--- src/rtl/cereal_tx.sv ---
// cereal_tx: asynchronous serial transmitter with a ready/start handshake.
// Each frame is one start bit, DATA_BITS data bits sent LSB first, an
// optional parity bit and STOP_BITS stop bits. Every line transition is
// triggered by the external one-cycle baud tick `pulse`.
//
// Build option: define CEREAL_TX_PARITY_EN to add the parity bit. It is
// even parity, or odd parity when PARITY_ODD=1. With the macro undefined
// there is no parity state or parity logic.
//
// Parameter ranges: DATA_BITS 5..9, STOP_BITS 1 or 2.
module cereal_tx #(
  parameter int DATA_BITS  = 8,
  parameter int STOP_BITS  = 1,
  parameter bit PARITY_ODD = 1'b0
) (
  input  logic                 clk,
  input  logic                 rst_n,
  input  logic                 pulse,
  input  logic [DATA_BITS-1:0] data,
  input  logic                 start,
  output logic                 ready,
  output logic                 busy,
  output logic                 done,
  output logic                 cereal
);

  // The counter holds 0..DATA_BITS, so it never wraps within a frame.
  localparam int CNT_W = $clog2(DATA_BITS + 1);

  localparam logic [2:0] ST_IDLE   = 3'd0;
  localparam logic [2:0] ST_ARM    = 3'd1;
  localparam logic [2:0] ST_START  = 3'd2;
  localparam logic [2:0] ST_DATA   = 3'd3;
  localparam logic [2:0] ST_STOP   = 3'd5;
`ifdef CEREAL_TX_PARITY_EN
  localparam logic [2:0] ST_PARITY = 3'd4;
`endif

  logic [2:0]           state_q,  state_d;
  logic [DATA_BITS-1:0] shift_q,  shift_d;
  logic [CNT_W-1:0]     cnt_q,    cnt_d;
  logic                 cereal_q, cereal_d;
  logic                 done_q,   done_d;
`ifdef CEREAL_TX_PARITY_EN
  logic                 parity_q, parity_d;
`else
  // PARITY_ODD only matters when parity is built in.
  logic                 unused_parity_odd;
  assign unused_parity_odd = PARITY_ODD;
`endif

  // Next-state logic: the line advances only on pulse. While idle, a request
  // is accepted whatever pulse does.
  always_comb begin
    // NOTE: every signal gets a default here first, so a path that leaves it
    // unassigned holds the register value rather than inferring a latch.
    state_d  = state_q;
    shift_d  = shift_q;
    cnt_d    = cnt_q;
    cereal_d = cereal_q;
    done_d   = 1'b0;
`ifdef CEREAL_TX_PARITY_EN
    parity_d = parity_q;
`endif
    case (state_q)
      ST_IDLE: begin
        cereal_d = 1'b1;
        if (start) begin
          shift_d = data;
          cnt_d   = '0;
`ifdef CEREAL_TX_PARITY_EN
          parity_d = (^data) ^ PARITY_ODD;
`endif
          state_d = ST_ARM;
        end
      end
      ST_ARM: begin
        if (pulse) begin
          cereal_d = 1'b0;
          state_d  = ST_START;
        end
      end
      ST_START: begin
        if (pulse) begin
          cereal_d = shift_q[0];
          shift_d  = shift_q >> 1;
          cnt_d    = CNT_W'(1);
          state_d  = ST_DATA;
        end
      end
      ST_DATA: begin
        if (pulse) begin
          // cnt_q counts the data bits already driven onto the line.
          if (cnt_q == CNT_W'(DATA_BITS)) begin
            cnt_d = '0;
`ifdef CEREAL_TX_PARITY_EN
            cereal_d = parity_q;
            state_d  = ST_PARITY;
`else
            cereal_d = 1'b1;
            state_d  = ST_STOP;
`endif
          end else begin
            cereal_d = shift_q[0];
            shift_d  = shift_q >> 1;
            cnt_d    = cnt_q + CNT_W'(1);
          end
        end
      end
`ifdef CEREAL_TX_PARITY_EN
      ST_PARITY: begin
        if (pulse) begin
          cereal_d = 1'b1;
          state_d  = ST_STOP;
        end
      end
`endif
      ST_STOP: begin
        if (pulse) begin
          if (cnt_q == CNT_W'(STOP_BITS - 1)) begin
            cnt_d   = '0;
            done_d  = 1'b1;
            state_d = ST_IDLE;
          end else begin
            cnt_d = cnt_q + CNT_W'(1);
          end
        end
      end
      default: begin
        cereal_d = 1'b1;
        state_d  = ST_IDLE;
      end
    endcase
  end

  // State registers. Reset drives the line high at once and abandons any
  // frame in flight.
  always_ff @(posedge clk or negedge rst_n) begin
    if (!rst_n) begin
      state_q  <= ST_IDLE;
      // NOTE: the shift register and counter are cleared too. They are plain
      // flops, not a RAM, so clearing them costs nothing and gives a known
      // state after reset.
      shift_q  <= '0;
      cnt_q    <= '0;
      cereal_q <= 1'b1;
      done_q   <= 1'b0;
`ifdef CEREAL_TX_PARITY_EN
      parity_q <= 1'b0;
`endif
    end else begin
      // NOTE: non-blocking assignments, so every flop samples the values
      // from before this edge.
      state_q  <= state_d;
      shift_q  <= shift_d;
      cnt_q    <= cnt_d;
      cereal_q <= cereal_d;
      done_q   <= done_d;
`ifdef CEREAL_TX_PARITY_EN
      parity_q <= parity_d;
`endif
    end
  end

  assign ready  = (state_q == ST_IDLE);
  assign busy   = (state_q != ST_IDLE);
  assign done   = done_q;
  assign cereal = cereal_q;

endmodule
--- config.mk ---
export PLATFORM = sky130hd
export DESIGN_NAME = cereal_tx
export DESIGN_NICKNAME = d
export VERILOG_FILES = /design/src/rtl/cereal_tx.sv
export SDC_FILE = /design/constraint.sdc
export NUM_CORES = 1
export LEC_CHECK = 0
export BUFFER_PORTS_ARGS = -buffer_cell sky130_fd_sc_hd__buf_4
export CAP_MARGIN = 10
export CORE_UTILIZATION = 40
export DETAILED_ROUTE_END_ITERATION = 7
export PLACE_DENSITY_LB_ADDON = 0.1
export RECOVER_POWER = 50
export SLEW_MARGIN = 10
export SYNTH_ARGS = -nofsm -noshare
export SYNTH_HDL_FRONTEND = slang
export SYNTH_SLANG_ARGS = --single-unit
export TNS_END_PERCENT = 5
--- constraint.sdc ---
create_clock -name clk -period 2.1 [get_ports clk]
set_clock_uncertainty 0.1 [all_clocks]
set_input_delay 0.105 -clock clk [delete_from_list [all_inputs] [get_ports clk]]
set_output_delay 0.105 -clock clk [all_outputs]
set_load 0.01 [all_outputs]
==> results.json <==
{
  "sw_frac_of_total": 0.347,
  "ys_seq_area_frac": 0.407,
  "ys_ff_latch": 17,
  "grt_max_degree": 18,
  "r2r-start": "cnt_q[0]",
  "outcome": "finished, final reports clean",
  "firstDrtPassIters": 4,
  "syn-cell-area_mm2": 0.00105,
  "yosysTopAreaCellShare": 0.382,
  "dp_slack_ns": 0.206,
  "power_density_mw_per_mm2": 1130,
  "stdcell_count": 144,
  "synthDistinctLibCells": 36,
  "cap_violations": 0,
  "worstMarginPinSlew_ns": 0.949,
  "hold_viol": 0,
  "synth_nets": 111,
  "die_width_um": 53.2,
  "drive_above_1_share": 0.325,
  "tns_ns": 0,
  "clock-sinks": 17,
  "htree_levels": 1,
  "drc": 0,
  "cts_made_buffers": 3,
  "ios": 16,
  "seq_area_um2": 427,
  "netlist_instances": 97,
  "maxSlewViolCount": 0,
  "final_nets": 129,
  "fillCellCount": 242,
  "postRouteAntennaNets": 0,
  "clkLatencyLatePin_ns": 0.29,
  "coreArea_mm2": 0.00248,
  "synth_ff_type": "dfrtp_1",
  "r2r-end": "cnt_q[0]",
  "wirelength_mm": 1.94,
  "cp_data_required_time_ns": 2.19,
  "multi_input_area_um2": 569,
  "antenna_cells": 0,
  "io_buffers": 15,
  "internal_power_mw": 0.896,
  "die-area_mm2": 0.00283,
  "cp.arrival_ns": 2.01,
  "cts_tree": "yes",
  "period_share": 0.915,
  "p_total_mw": 1.37,
  "synth_largest_area_cell": "dfrtp_1",
  "globalplace.congestion": 0.752,
  "finalCriticalPeriod_ns": 1.92,
  "synthArstFlopShare": 1.00,
  "clockRootBuffer": "clkbuf_4",
  "dpl.hpwl_mm": 1.39,
  "syn2layout_area_growth_pct": 16.1,
  "rsz0062_at_grt": "no",
  "wl_per_cell_um": 13.5,
  "grt_usage": 0.164,
  "power.share.clock": 0.128,
  "start_util": 0.423,
  "fin_hold_ws_ns": 0.0658,
  "antenna_found_initial": 0,
  "path_max_fanout": 5,
  "fmax_mhz": 520,
  "p_leak_nw": 0.589,
  "p_comb_frac": 0.467,
  "rr_worst_depth": 6,
  "vdd_drop_max_mv": 0.661,
  "hold_path_end": "shift_q[1]",
  "viasPerCell": 5.42,
  "power_switching_mw": 0.476,
  "ys_warn_count": 0,
  "row_count": 18,
  "clockBufferDepth": 2,
  "worstSetupEndpointType": "flip-flop",
  "fin_util": 0.491,
  "hold_class": "in2reg",
  "clk_transition_reported_paths_ns": 0.10,
  "first_global_vias": 731,
  "r2r_slack_ns": 0.18,
  "layout_setup_ws_ns": 0.178,
  "start_kind": "flip-flop",
  "vias": 780,
  "grt_pass1_wl_mm": 3.24,
  "pwr-share-seq": 0.405,
  "placed_cell_area_mm2": 0.00119,
  "worstSetupPathType": "reg2reg",
  "grt_remaining_overflow": 0,
  "finalSetupViolCount": 0,
  "fp.dieH_um": 53.2,
  "syn_area_per_cell_um2": 10.8,
  "slew_headroom": 0.367,
  "finalInstanceArea_mm2": 0.00122,
  "dp.cells": 139,
  "worstHoldStart": "data[1]",
  "synth_area_leaders": "dfrtp_1 38%, mux2_4 10%, mux2_2 8.6%",
  "hold_path_depth": 3,
  "drtIter0Drc": 19,
  "synth_edf_count": 0
}
[synthesized netlist by cell type, drive strengths merged (2+ instances only)]
cell type,count
dfrtp,16
mux2,16
a21oi,6
buf,6
nor2,6
inv,5
nand2b,5
nor2b,4
nand2,3
a21o,2
a22o,2
ha,2
nor3b,2
o22ai,2
or3,2
[what timing repair did]
action | in CTS | in global routing
buffers inserted | 0 | 0
resized for setup | 0 | 0
hold buffers | 1 | 0
endpoints found under the hold margin | 17 | 0
[layer usage]
layer | GRT usage | part of all wire | vias up
li1 | - | - | 385
met3 | 0.0546 | 0.037 | 4
met5 | 0 | 0 | -
met4 | 0.0526 | 0.0098 | 0
met1 | 0.195 | 0.46 | 380
met2 | 0.274 | 0.50 | 11
[final cells by class]
| type | instances | area share |
|---|---|---|
| flip-flops and latches | 17 | 0.351 |
| repair buffers | 19 | 0.113 |
| clock buffers | 4 | 0.0216 |
| multi-input cells | 69 | 0.468 |
| well taps | 30 | 0.0309 |
| inverters | 5 | 0.0154 |
[cells by family after synthesis]
family,share of synthesized area
xor+xnor,0.00836
buf+inv,0.0490
fa+ha+maj,0.0239
simple gates,0.173
flops,0.407
compound gates,0.141
mux,0.197
[critical path: stages (launching register included)]
cell	delay [ns]
dfrtp_1	0.43
inv_1	0.07
ha_1	0.20
or3b_4	0.41
a32oi_1	0.24
o22ai_1	0.10
mux2_2	0.27
[worst max path at each step]
stage / cells past startpoint / start / to
global placement: 6 / cnt_q[0] / cnt_q[0]
CTS: 6 / cnt_q[0] / cnt_q[0]
global route: 6 / cnt_q[0] / cnt_q[0]
detailed placement: 6 / cnt_q[0] / cnt_q[0]
finish: 6 / cnt_q[0] / cnt_q[0]
floorplan: 6 / cnt_q[0] / cnt_q[0]
[power groups by stage]
| stage | clock network (mW) | logic [mW] | registers, mW |
|---|---|---|---|
| after floorplan | 0 | 0.539 | 0.521 |
| after global placement | 0 | 0.642 | 0.559 |
| after detailed placement | 0 | 0.646 | 0.563 |
| after CTS | 0.189 | 0.649 | 0.558 |
| after global routing | 0.200 | 0.703 | 0.576 |
| final | 0.176 | 0.640 | 0.556 |
[cell usage in the layout (no fill, tap or decap), types with 2 or more instances in the layout]
cell,instances
buf_4,16
clkbuf_4,3
o22ai_1,2
ha_1,2
dfrtp_1,16
or3_1,2
nor2_1,6
inv_1,5
a21oi_1,6
nor3b_1,2
nand2b_1,5
nand2_1,3
clkbuf_1,3
nor2b_1,4
mux2_4,7
a22o_1,2
a21o_1,2
mux2_2,8
[sequential cells by signal, indices dropped and copies added, names as in the netlist]
register	flops
done	1
state_q	3
shift_q	8
cnt_q	4
cereal	1
Note: power is estimated with default switching activity, not from simulation.
